===== src/rtl/clock_disp_pkg.sv =====
// rtl/clock_disp_pkg.sv - shared colours, colon geometry and 7-segment map for the clock overlay
package clock_disp_pkg;

    typedef logic [11:0] rgb_t;

    // Segment bit positions inside a seg[6:0] vector: seg[6] = a ... seg[0] = g
    typedef enum logic [2:0] {
        SEG_G = 3'd0,
        SEG_F = 3'd1,
        SEG_E = 3'd2,
        SEG_D = 3'd3,
        SEG_C = 3'd4,
        SEG_B = 3'd5,
        SEG_A = 3'd6
    } seg_idx_e;

    localparam rgb_t COLOUR_BLACK = 12'h000;
    localparam rgb_t COLOUR_WHITE = 12'hFFF;
    localparam rgb_t COLOUR_RED   = 12'hF00;

    // Colon dots sit just left of each field boundary xc, two dots stacked vertically
    localparam int COLON_DX_LO = 3;   // left column of a dot  = xc - 3
    localparam int COLON_DX_HI = 2;   // right column of a dot = xc - 2
    localparam int COLON_DY0   = 5;   // upper dot top row, relative to ORIGIN_Y
    localparam int COLON_DY1   = 11;  // lower dot top row, relative to ORIGIN_Y
    localparam int COLON_DOT_H = 2;

    // Stroke thickness of every segment
    localparam int SEG_T = 2;

    // BCD nibble to segment enables; anything above 9 lights nothing
    function automatic logic [6:0] bcd_to_seg(input logic [3:0] bcd);
        logic [6:0] seg;
        case (bcd)
            4'd0:    seg = 7'b1111110;
            4'd1:    seg = 7'b0110000;
            4'd2:    seg = 7'b1101101;
            4'd3:    seg = 7'b1111001;
            4'd4:    seg = 7'b0110011;
            4'd5:    seg = 7'b1011011;
            4'd6:    seg = 7'b1011111;
            4'd7:    seg = 7'b1110000;
            4'd8:    seg = 7'b1111111;
            4'd9:    seg = 7'b1111011;
            default: seg = 7'b0000000;
        endcase
        return seg;
    endfunction

endpackage


===== src/rtl/clock_time_overlay_if.sv =====
// rtl/clock_time_overlay_if.sv - pixel position in, overlay colour out
interface clock_time_overlay_if;
    import clock_disp_pkg::*;

    logic       video_on;
    logic [9:0] pix_x;
    logic [9:0] pix_y;
    rgb_t       graph_rgb;

    modport master (
        output video_on,
        output pix_x,
        output pix_y,
        input  graph_rgb
    );

    modport slave (
        input  video_on,
        input  pix_x,
        input  pix_y,
        output graph_rgb
    );
endinterface


===== src/rtl/clock_glyph_seg.sv =====
// rtl/clock_glyph_seg.sv - combinational 7-segment hit test for one digit box
module clock_glyph_seg
    import clock_disp_pkg::*;
#(
    parameter int GLYPH_W = 16,
    parameter int GLYPH_H = 16
) (
    input  logic [3:0] bcd_i,
    input  logic [9:0] pix_x_i,
    input  logic [9:0] pix_y_i,
    input  logic [9:0] x0_i,
    input  logic [9:0] y0_i,
    input  logic       box_en_i,
    output logic       on_o
);

    localparam logic [9:0] W_L   = 10'(GLYPH_W);
    localparam logic [9:0] H_L   = 10'(GLYPH_H);
    localparam logic [9:0] T_L   = 10'(SEG_T);
    localparam logic [9:0] XR_L  = 10'(GLYPH_W - SEG_T);
    localparam logic [9:0] YM_L  = 10'(GLYPH_H / 2);
    localparam logic [9:0] YB_L  = 10'(GLYPH_H - SEG_T);

    logic [9:0] dx;
    logic [9:0] dy;
    logic       in_box;
    logic       horiz;
    logic [6:0] lit;
    logic [6:0] seg;

    // Box-relative offsets, then per-segment stroke rectangles gated by the digit's segment map
    always_comb begin
        dx     = pix_x_i - x0_i;
        dy     = pix_y_i - y0_i;
        in_box = box_en_i && (pix_x_i >= x0_i) && (pix_y_i >= y0_i) &&
                 (dx < W_L) && (dy < H_L);
        horiz  = (dx >= T_L) && (dx < XR_L);
        seg    = bcd_to_seg(bcd_i);

        lit        = '0;
        lit[SEG_A] = horiz && (dy < T_L);
        lit[SEG_B] = (dx >= XR_L) && (dy >= T_L) && (dy < YM_L);
        lit[SEG_C] = (dx >= XR_L) && (dy >= YM_L) && (dy < YB_L);
        lit[SEG_D] = horiz && (dy >= YB_L);
        lit[SEG_E] = (dx < T_L) && (dy >= YM_L) && (dy < YB_L);
        lit[SEG_F] = (dx < T_L) && (dy >= T_L) && (dy < YM_L);
        lit[SEG_G] = horiz && (dy >= YM_L - 10'd1) && (dy <= YM_L);

        on_o = in_box && (|(seg & lit));
    end

endmodule


===== src/rtl/clock_time_overlay.sv =====
// rtl/clock_time_overlay.sv - hh:mm:ss overlay with frame-latched digits and set-mode blink
module clock_time_overlay
    import clock_disp_pkg::*;
#(
    parameter int   NUM_FIELDS   = 3,
    parameter int   ORIGIN_X     = 270,
    parameter int   ORIGIN_Y     = 232,
    parameter int   DIGIT_PITCH  = 20,
    parameter int   FIELD_PITCH  = 40,
    parameter int   GLYPH_W      = 16,
    parameter int   GLYPH_H      = 16,
    parameter int   BLINK_FRAMES = 30,
    parameter rgb_t FG_RUN       = COLOUR_BLACK,
    parameter rgb_t FG_SET       = COLOUR_RED,
    parameter rgb_t BG           = COLOUR_WHITE
) (
    input  logic                    clk,
    input  logic                    reset,
    clock_time_overlay_if.slave     pix,
    input  logic                    frame_tick,
    input  logic                    settime,
    input  logic [1:0]              set_field,
    input  logic [NUM_FIELDS*8-1:0] digits_in
);

    localparam int CNT_W = (BLINK_FRAMES > 1) ? $clog2(BLINK_FRAMES) : 1;
    localparam logic [CNT_W-1:0] CNT_LAST = CNT_W'(BLINK_FRAMES - 1);
    localparam logic [9:0] Y0_L = 10'(ORIGIN_Y);

    logic [NUM_FIELDS*8-1:0] digits_q, digits_d;
    logic [CNT_W-1:0]        blink_cnt_q, blink_cnt_d;
    logic                    blink_phase_q, blink_phase_d;
    rgb_t                    graph_rgb_q, graph_rgb_d;

    logic [NUM_FIELDS-1:0]   field_on;
    logic [NUM_FIELDS-1:0]   colon_hit;

    // Digits only change at frame boundaries so a frame never shows a half-updated time
    always_comb begin
        digits_d = frame_tick ? digits_in : digits_q;
    end

    // Blink timing: held clear outside set mode; in set mode counts frames, phase flips each half-period
    always_comb begin
        blink_cnt_d   = blink_cnt_q;
        blink_phase_d = blink_phase_q;
        if (!settime) begin
            blink_cnt_d   = '0;
            blink_phase_d = 1'b0;
        end else if (frame_tick) begin
            if (blink_cnt_q == CNT_LAST) begin
                blink_cnt_d   = '0;
                blink_phase_d = ~blink_phase_q;
            end else begin
                blink_cnt_d = blink_cnt_q + 1'b1;
            end
        end
    end

    // One pair of digit boxes per field; field 0 is the rightmost column
    for (genvar f = 0; f < NUM_FIELDS; f++) begin : g_field
        localparam int COL     = NUM_FIELDS - 1 - f;
        localparam int X0_TENS = ORIGIN_X + COL * FIELD_PITCH;
        localparam int X0_UNIT = X0_TENS + DIGIT_PITCH;
        localparam logic EN_TENS = (X0_TENS <= 1023) && (ORIGIN_Y <= 1023);
        localparam logic EN_UNIT = (X0_UNIT <= 1023) && (ORIGIN_Y <= 1023);

        logic tens_on;
        logic units_on;
        logic hide;

        clock_glyph_seg #(
            .GLYPH_W (GLYPH_W),
            .GLYPH_H (GLYPH_H)
        ) u_tens (
            .bcd_i    (digits_q[8*f+4 +: 4]),
            .pix_x_i  (pix.pix_x),
            .pix_y_i  (pix.pix_y),
            .x0_i     (10'(X0_TENS)),
            .y0_i     (Y0_L),
            .box_en_i (EN_TENS),
            .on_o     (tens_on)
        );

        clock_glyph_seg #(
            .GLYPH_W (GLYPH_W),
            .GLYPH_H (GLYPH_H)
        ) u_units (
            .bcd_i    (digits_q[8*f +: 4]),
            .pix_x_i  (pix.pix_x),
            .pix_y_i  (pix.pix_y),
            .x0_i     (10'(X0_UNIT)),
            .y0_i     (Y0_L),
            .box_en_i (EN_UNIT),
            .on_o     (units_on)
        );

        // Only the field under edit disappears during the hidden blink phase
        assign hide        = settime && blink_phase_q && (int'(set_field) == f);
        assign field_on[f] = (tens_on || units_on) && !hide;
    end

    // Colon dots between adjacent fields; never blink
    for (genvar c = 0; c < NUM_FIELDS - 1; c++) begin : g_colon
        localparam int XC = ORIGIN_X + (c + 1) * FIELD_PITCH;
        localparam logic       EN    = (XC - COLON_DX_HI) <= 1023;
        localparam logic [9:0] CX_LO = 10'(XC - COLON_DX_LO);
        localparam logic [9:0] CX_HI = 10'(XC - COLON_DX_HI);
        localparam logic [9:0] CY0   = 10'(ORIGIN_Y + COLON_DY0);
        localparam logic [9:0] CY1   = 10'(ORIGIN_Y + COLON_DY1);
        localparam logic [9:0] DH    = 10'(COLON_DOT_H - 1);

        assign colon_hit[c] = EN &&
                              (pix.pix_x >= CX_LO) && (pix.pix_x <= CX_HI) &&
                              (((pix.pix_y >= CY0) && (pix.pix_y <= CY0 + DH)) ||
                               ((pix.pix_y >= CY1) && (pix.pix_y <= CY1 + DH)));
    end
    assign colon_hit[NUM_FIELDS-1] = 1'b0;

    // Colour priority: blanking black, then foreground on any hit, else background
    always_comb begin
        graph_rgb_d = BG;
        if (!pix.video_on) begin
            graph_rgb_d = COLOUR_BLACK;
        end else if ((|colon_hit) || (|field_on)) begin
            graph_rgb_d = settime ? FG_SET : FG_RUN;
        end
    end

    // State and output register
    always_ff @(posedge clk) begin
        if (reset) begin
            digits_q      <= '0;
            blink_cnt_q   <= '0;
            blink_phase_q <= 1'b0;
            graph_rgb_q   <= '0;
        end else begin
            digits_q      <= digits_d;
            blink_cnt_q   <= blink_cnt_d;
            blink_phase_q <= blink_phase_d;
            graph_rgb_q   <= graph_rgb_d;
        end
    end

    assign pix.graph_rgb = graph_rgb_q;

endmodule

===== src/flat_wrapper.sv =====
// flat-port wrapper written by rule: the top's interface ports become plain ports
module clock_time_overlay_flat import clock_disp_pkg::*;
#(
    parameter int   NUM_FIELDS   = 3,
    parameter int   ORIGIN_X     = 270,
    parameter int   ORIGIN_Y     = 232,
    parameter int   DIGIT_PITCH  = 20,
    parameter int   FIELD_PITCH  = 40,
    parameter int   GLYPH_W      = 16,
    parameter int   GLYPH_H      = 16,
    parameter int   BLINK_FRAMES = 30,
    parameter rgb_t FG_RUN       = COLOUR_BLACK,
    parameter rgb_t FG_SET       = COLOUR_RED,
    parameter rgb_t BG           = COLOUR_WHITE
)
  (clk, reset, frame_tick, settime, set_field, digits_in, pix_video_on, pix_pix_x, pix_pix_y, pix_graph_rgb);
  clock_time_overlay_if pix_i ();
  input  logic clk;
  input  logic reset;
  input  logic frame_tick;
  input  logic settime;
  input  logic [1:0] set_field;
  input  logic [NUM_FIELDS*8-1:0] digits_in;
  input wire logic [$bits(pix_i.video_on)-1:0] pix_video_on;
  input wire logic [$bits(pix_i.pix_x)-1:0] pix_pix_x;
  input wire logic [$bits(pix_i.pix_y)-1:0] pix_pix_y;
  output wire logic [$bits(pix_i.graph_rgb)-1:0] pix_graph_rgb;
  assign pix_i.video_on = pix_video_on;
  assign pix_i.pix_x = pix_pix_x;
  assign pix_i.pix_y = pix_pix_y;
  assign pix_graph_rgb = pix_i.graph_rgb;
  clock_time_overlay #(.NUM_FIELDS(NUM_FIELDS), .ORIGIN_X(ORIGIN_X), .ORIGIN_Y(ORIGIN_Y), .DIGIT_PITCH(DIGIT_PITCH), .FIELD_PITCH(FIELD_PITCH), .GLYPH_W(GLYPH_W), .GLYPH_H(GLYPH_H), .BLINK_FRAMES(BLINK_FRAMES), .FG_RUN(FG_RUN), .FG_SET(FG_SET), .BG(BG)) u_core (.clk(clk), .reset(reset), .pix(pix_i), .frame_tick(frame_tick), .settime(settime), .set_field(set_field), .digits_in(digits_in));
endmodule

===== config.mk =====
export PLATFORM = sky130hd
export DESIGN_NAME = clock_time_overlay_flat
export DESIGN_NICKNAME = d
export VERILOG_FILES = /design/src/rtl/clock_disp_pkg.sv /design/src/rtl/clock_time_overlay_if.sv /design/src/rtl/clock_glyph_seg.sv /design/src/rtl/clock_time_overlay.sv /design/src/flat_wrapper.sv
export SDC_FILE = /design/constraint.sdc
export NUM_CORES = 1
export LEC_CHECK = 0
export ABC_AREA = 1
export CAP_MARGIN = 20
export CORE_UTILIZATION = 60
export CTS_CLUSTER_SIZE = 25
export DETAILED_ROUTE_END_ITERATION = 16
export GPL_TIMING_DRIVEN = 0
export PLACE_DENSITY_LB_ADDON = 0.2
export RECOVER_POWER = 50
export SLEW_MARGIN = 25
export SYNTH_ARGS = -nofsm -noshare
export SYNTH_HDL_FRONTEND = slang
export SYNTH_HIERARCHICAL = 1
export SYNTH_SLANG_ARGS = --single-unit

===== constraint.sdc =====
create_clock -name clk -period 5.65 [get_ports clk]
set_input_delay 1.13 -clock clk [delete_from_list [all_inputs] [get_ports clk]]
set_output_delay 1.13 -clock clk [all_outputs]
set_load 0.03 [all_outputs]

---- After elaboration in Yosys (flattened, before gate mapping) ----
Memories as Yosys holds them, arrays and structs flattened. A register that Yosys moved wholly into a read port is not among the register bits.
Cells that the tools add are included.
word-level totals
  bits in registers ....................... 42
  memories ................................ 6
  bits in latches ......................... 0
  memory bits (writable) .................. 0
  output and inout port bits .............. 12
  memory bits (read-only) ................. 672
cells by class
  reductions and logical operators ........ 135
  $mul .................................... 0
  bitwise logic cells ..................... 9
  eq/ne operators ......................... 3
  muxes and demuxes ....................... 15
  order comparisons ....................... 54
  add/sub/neg operators ................... 8
  divide/modulo/power cells ............... 0
  shift-type cells ........................ 0
memory list
  name             depth  bits a word  rd ports  clocked after Yosys merged registers in  write ports  RTL line              source
  (no name shown)  16     7            1         1                                        0            clock_disp_pkg.sv:34  case (bcd)
  (no name shown)  16     7            1         1                                        0            clock_disp_pkg.sv:34
  (no name shown)  16     7            1         1                                        0            clock_disp_pkg.sv:34
  (no name shown)  16     7            1         1                                        0            clock_disp_pkg.sv:34
  (no name shown)  16     7            1         1                                        0            clock_disp_pkg.sv:34
  (no name shown)  16     7            1         1                                        0            clock_disp_pkg.sv:34
operators by type and width
  kind                   number
  $logic_and 1x1->1      115
  $ge 10x4->1 const B    8
  $ge 10x9->1 const B    8
  $lt 10x4->1 const B    8
  $ge 10x2->1 const B    7
  $lt 10x2->1 const B    7
  $lt 10x5->1 const B    7
  $sub 10x9->10 const B  6
  $mux 4                 12
  $and 7x7->7            6
  $reduce_or 7->1        6
  $ge 10x8->1 const B    3
  $mux 12                2
  $le 10x8->1 const B    2
  $le 10x9->1 const B    2
  $ge 10x3->1 const B    1
  $le 10x4->1 const B    1
  $sub 10x8->10 const B  1
  $reduce_or 2->1        3
  $add 5x1->5 const B    1
  $eq 5x5->1 const B     1
  $logic_or 1x1->1       5
  $mux 5                 1
  $eq 2x2->1 const B     2
  5 further kinds        9

---- Logic depth before layout (Yosys ltp) ----
  depth in word-level cells ............... 13
  gate-level depth with buffers ........... 26

---- By module ----
The synthesis kept the hierarchy.
modules (own cells, without submodules)
  module                                            cells each  area an instance (um^2)  instances
  clock_glyph_seg at u_core.g_field[0].u_units ...  302         1,682.9                  5
  clock_glyph_seg at u_core.g_field[0].u_tens       299         1,577.8                  1
  clock_time_overlay                                211         1,467.7                  1

---- Worst setup path before layout ----
Ideal clock, no wire load.
  kind .................................... input-to-reg
  start point ............................. input pix_pix_y[6]
  end point ............................... register u_core.graph_rgb_q[10] (netlist: u_core/pix.graph_rgb[10])
  library setup time ...................... 58 ps
  required time ........................... 5,592 ps
  path slack .............................. 2,406 ps
  arrival time ............................ 3,186 ps
  cell stages on the path ................. 19
  cells stage by stage .................... ha_1 > nand2_1 > inv_1 > a21oi_1 > nand3b_1 > nand2_4 > nand3_4 > nor2_8 > nand3_1 > nand3_1 > nand2_1 > nor2_1 > a21oi_2 > or2_2 > o21ai_0 > nand3_1 > nor2_1 > nand2_1 > nand2_1
on the way
  word-level cells in the longest chain between the ends .. 12
  elaborated cells on any way between the ends .. 138
ends and longest elaborated chain
  what                                                      RTL line                   source
  start: declaration                                        flat_wrapper.sv:26         input wire logic [$bits(pix_i.pix_y)-1:0] pix_pix_y;
  $sub 10x8->10                                             clock_glyph_seg.sv:34      dy = pix_y_i - y0_i;
  $ge 10x3->1 (tied with other cells)                       clock_glyph_seg.sv:47      lit[SEG_G] = horiz && (dy >= YM_L - 10'd1) && (dy <= YM_L);
  $logic_and 1x1->1, on equally long branches (2 in a row)  --
  $and 7x7->7                                               clock_glyph_seg.sv:49      on_o = in_box && (|(seg & lit));
  $reduce_or 7->1                                           clock_glyph_seg.sv:49
  $logic_and 1x1->1 *                                       clock_glyph_seg.sv:49
  named net u_core.g_field[2].units_on                      clock_time_overlay.sv:69   logic units_on;
  $logic_or 1x1->1 *                                        clock_time_overlay.sv:100  assign field_on[f] = (tens_on || units_on) && !hide;
  $logic_and 1x1->1 *                                       clock_time_overlay.sv:100
  $reduce_or 3->1 *                                         clock_time_overlay.sv:125  end else if ((|colon_hit) || (|field_on)) begin
  $logic_or 1x1->1 *                                        clock_time_overlay.sv:125
  $mux 12 *                                                 clock_time_overlay.sv:125
  end signal: assignment                                    clock_time_overlay.sv:141  graph_rgb_q <= graph_rgb_d;
  end: declaration                                          clock_time_overlay.sv:33   rgb_t graph_rgb_q, graph_rgb_d;
Mark *: on every way through the listed nets, which the timed path passes. The rest lies on a longest branch.
A chain may end at the register's enable or synchronous reset.

---- Final worst setup path ----
  start point ............................. input pix_pix_x[1]
  end point ............................... register u_core.graph_rgb_q[10] (netlist: u_core/pix.graph_rgb[10])
on the way
  word-level cells in the longest chain between the ends .. 13
  elaborated cells on any way between the ends .. 174
ends and longest elaborated chain
  what                                        RTL line                   source
  start: declaration                          flat_wrapper.sv:25         input wire logic [$bits(pix_i.pix_x)-1:0] pix_pix_x;
  $sub 10x9->10                               clock_glyph_seg.sv:33      dx = pix_x_i - x0_i;
  $ge 10x2->1 or $lt 10x4->1 (tied branches)  clock_glyph_seg.sv:37      horiz = (dx >= T_L) && (dx < XR_L);
  $logic_and 1x1->1                           clock_glyph_seg.sv:37
  $logic_and 1x1->1 (2 in a row)              clock_glyph_seg.sv:47
  $and 7x7->7                                 clock_glyph_seg.sv:49
  $reduce_or 7->1                             clock_glyph_seg.sv:49
  $logic_and 1x1->1 *                         clock_glyph_seg.sv:49
  named net u_core.g_field[2].units_on        clock_time_overlay.sv:69
  $logic_or 1x1->1 *                          clock_time_overlay.sv:100
  $logic_and 1x1->1 *                         clock_time_overlay.sv:100
  $reduce_or 3->1 *                           clock_time_overlay.sv:125
  $logic_or 1x1->1 *                          clock_time_overlay.sv:125
  $mux 12 *                                   clock_time_overlay.sv:125
Marked as above.

==> metrics.txt <==
Clock Latency Late Sink=around 0.31 ns; hold slack=about 0.53 ns; Setup Skew=approximately 0.016 ns; Data required, critical path=about 5.9 ns; GRT overflow=0; vias in the first global route=between 10000 and 15000; GR met2 Demand/Resource=0.519; pwr dens=136 nW/um^2; Final Instance Area=approximately 13000 sq um; Post-DP Area=about 13000 sq um; most frequent cells in the layout=562 x nand2_1, 410 x inv_1, 242 x nor2_1, 158 x ha_1, 145 x nand3_1; number of port buffers=62; TritonRoute pass-1 iters=7; Die Span Y=around 140 microns; CP Cell Sequence=clkdlybuf4s50_1, fa_1, nand2_1, nand3_2, nand2_1, nand2_1, nand2_1, nand2_1, nor2_1, nand4_1, nand4_1, nand2_1, nor2_1, a21oi_2, or2_2, o21ai_0, nand3_1, nor2_1, nand2_1, nand2_1; Layout area overhead=13.4%; complex-gate fraction of the synthesized area=0.0926; adder-cell share of the synthesized area=0.193; Synth top area share=0.184; std cell rows=50; post-synthesis mux area share=0; final worst setup slack=about 1.2 ns; RSZ-0062 raised after global routing=false; Overall Global Routing Usage=0.296; final std cells w/o fill=2449; setup violators final=0; Slew Limit Fails=0; yosys warns=6; Mapped Area=11500 sq um; DP Cell Count=approximately 2400; Synth cell types=between 40 and 50; #FFs+latches synth=32; clock buffer count from CTS=5; post_cts resized=0; average wire per standard cell=roughly 12 microns; total number of vias=12400; Top Usage Layer GRT=met2; Hold Path Class=reg -> reg; CTS tree=done; most common cell after layout, fill and taps aside=nand2_1; dpl ws=slightly below 0.9 ns; slew at the pin with the worst max-slew slack=approximately 0.94 ns; WP data arrival=about 4.7 ns; hold buffer count at cts=0; status=completed; highest clock rate=between 200 and 250 MHz; period utilisation layout=0.796; Final Hold Viols=0; largest family of logic cells by synthesized area=simple AND/OR/NAND/NOR gates; register area share after synthesis=0.0559; Die X=about 140 microns; Final nets=roughly 2400; Final ANT Viol Nets=0; CORE AREA=around 19000 sq um; I/O pin count=63; sequential cell area=around 640 sq um; Crit path top cell by count=nand2_1; via density per instance=5.06; slowest CP cell=clkdlybuf4s50_1; Multi-input gate area=~9600 sq um; largest net degree at the start of global routing=16; drc violations=0; Mapped Cells=2020; critical path buffer and inverter count=1; Final GP Congestion=about 0.9; root buf cell=clkbuf_16; filler cell count in the final layout=1718; Syn Area/Cell=roughly 5.7 sq um; XOR/XNOR Fraction of Synth Area=0.0260; Clock Sinks=32; WS Path Type=in -> reg; Max FO, Critical Path=13; met3 usage=0.0359; Rel. slew slack=0.369; synth top area cells=nand2_1 18%, ha_1 17%, inv_1 13%; Post-CTS Setup Bufs=0; DRT iter0 DRCs=655; Worst setup SP type=primary input; Synth Area in Simple Gates=0.481; die area=19700 sq um; clk slew on worst S/H paths=approximately 0.06 ns; Leak Pwr=7.52 nW; Setup TNS=0 ns; initial antenna violation count=1; Largest stage delay, worst path=roughly 0.9 ns; fin crit period=around 4.5 ns; cell taking the most area after synthesis=nand2_1; CP endpoint kind=flip-flop; cell family with most CP delay=simple AND/OR/NAND/NOR gates; final WL=28500 microns; M1 GR Usage=0.359; share of layout cells above drive strength 1=0.0849; HPWL reported at the end of detailed placement=23600 microns; max cap viols=0; R2R Setup Slk=3.42 ns; first-pass GRT wire length=roughly 48000 microns; VDD IR max=about 100 uV; CTS Buffer Depth=2; H-tree level count=2; Initial Util=0.613
flip-flops by register name, indices dropped and copies added (netlist names):
| register | flops |
|---|---|
| u_core/digits_q | 24 |
| u_core/blink_cnt_q | 5 |
| u_core/pix.graph_rgb | 2 |
| u_core/blink_phase_q | 1 |
per-layer routing:
metal	routed length (microns)	vias to the layer above
met2	13000	335
met5	0	-
met4	1110	0
li1	-	6563
met1	12600	5422
met3	1800	71
metrics by stage:
stage | utilization | total power, mW
floorplan | - | 1.17
global placement | 0.686 | 1.38
detailed placement | 0.686 | 1.41
CTS | 0.695 | 1.75
global route | 0.694 | 1.94
finish | 0.694 | 1.76
worst paths after layout:
kind | from | endpoint | depth (start not counted)
worst max-delay path | pix_pix_x[1] | u_core/pix.graph_rgb[10]$_SDFF_PP0_ | 20
worst min-delay path | u_core/blink_phase_q$_SDFFE_PP0P_ | u_core/blink_phase_q$_SDFFE_PP0P_ | 2
worst max register to register | u_core/digits_q[20]$_SDFFE_PP0P_ | u_core/pix.graph_rgb[10]$_SDFF_PP0_ | 16
worst min register to register | u_core/blink_phase_q$_SDFFE_PP0P_ | u_core/blink_phase_q$_SDFFE_PP0P_ | 2
area by class of cell:
class                           count  area share
Tap cell                          234      0.0225
Antenna cell                        1    0.000193
Sequential cell                    32      0.0493
Inverter                          416       0.120
Clock buffer                        6     0.00992
Timing Repair Buffer               62      0.0474
Buffer                             22      0.0123
Multi-Input combinational cell   1674       0.735
Clock inverter                      2     0.00270
where the power goes:
part | switching (mW) | total (mW) | internal [mW]
Sequential | 0.0197 | 0.259 | 0.239
Clock | 0.129 | 0.337 | 0.208
Combinational | 0.736 | 1.17 | 0.433
logic make-up after synthesis:
logic type | count (synthesis)
AND/OR/NAND/NOR | 1176
buffers and inverters | 438
adder cells (fa/ha/maj) | 170
AO/OA/AOI/OAI | 168
XOR/XNOR | 34
flip-flops | 32
other | 2
cells in the mapped netlist, drive strengths merged:
cell type	count
xor2	27
o21bai	10
and2	2
dfxtp	32
clkbuf	4
o211ai	1
o21ai	61
a21oi	73
nor2	267
conb	2
a31oi	18
buf	18
and3	1
nand3b	28
nor3	12
fa	12
clkinv	5
nor3b	2
a21o	5
nand4	55
inv	411
nand2	622
or2	20
xnor2	7
nand3	167
ha	158
worst min-delay path, stage by stage, from the launching register on:
cell and delay, ns:
dfxtp_1 0.32, nor2_1 0.11, nor3b_1 0.05
Note: power is estimated with default switching activity, not from simulation.
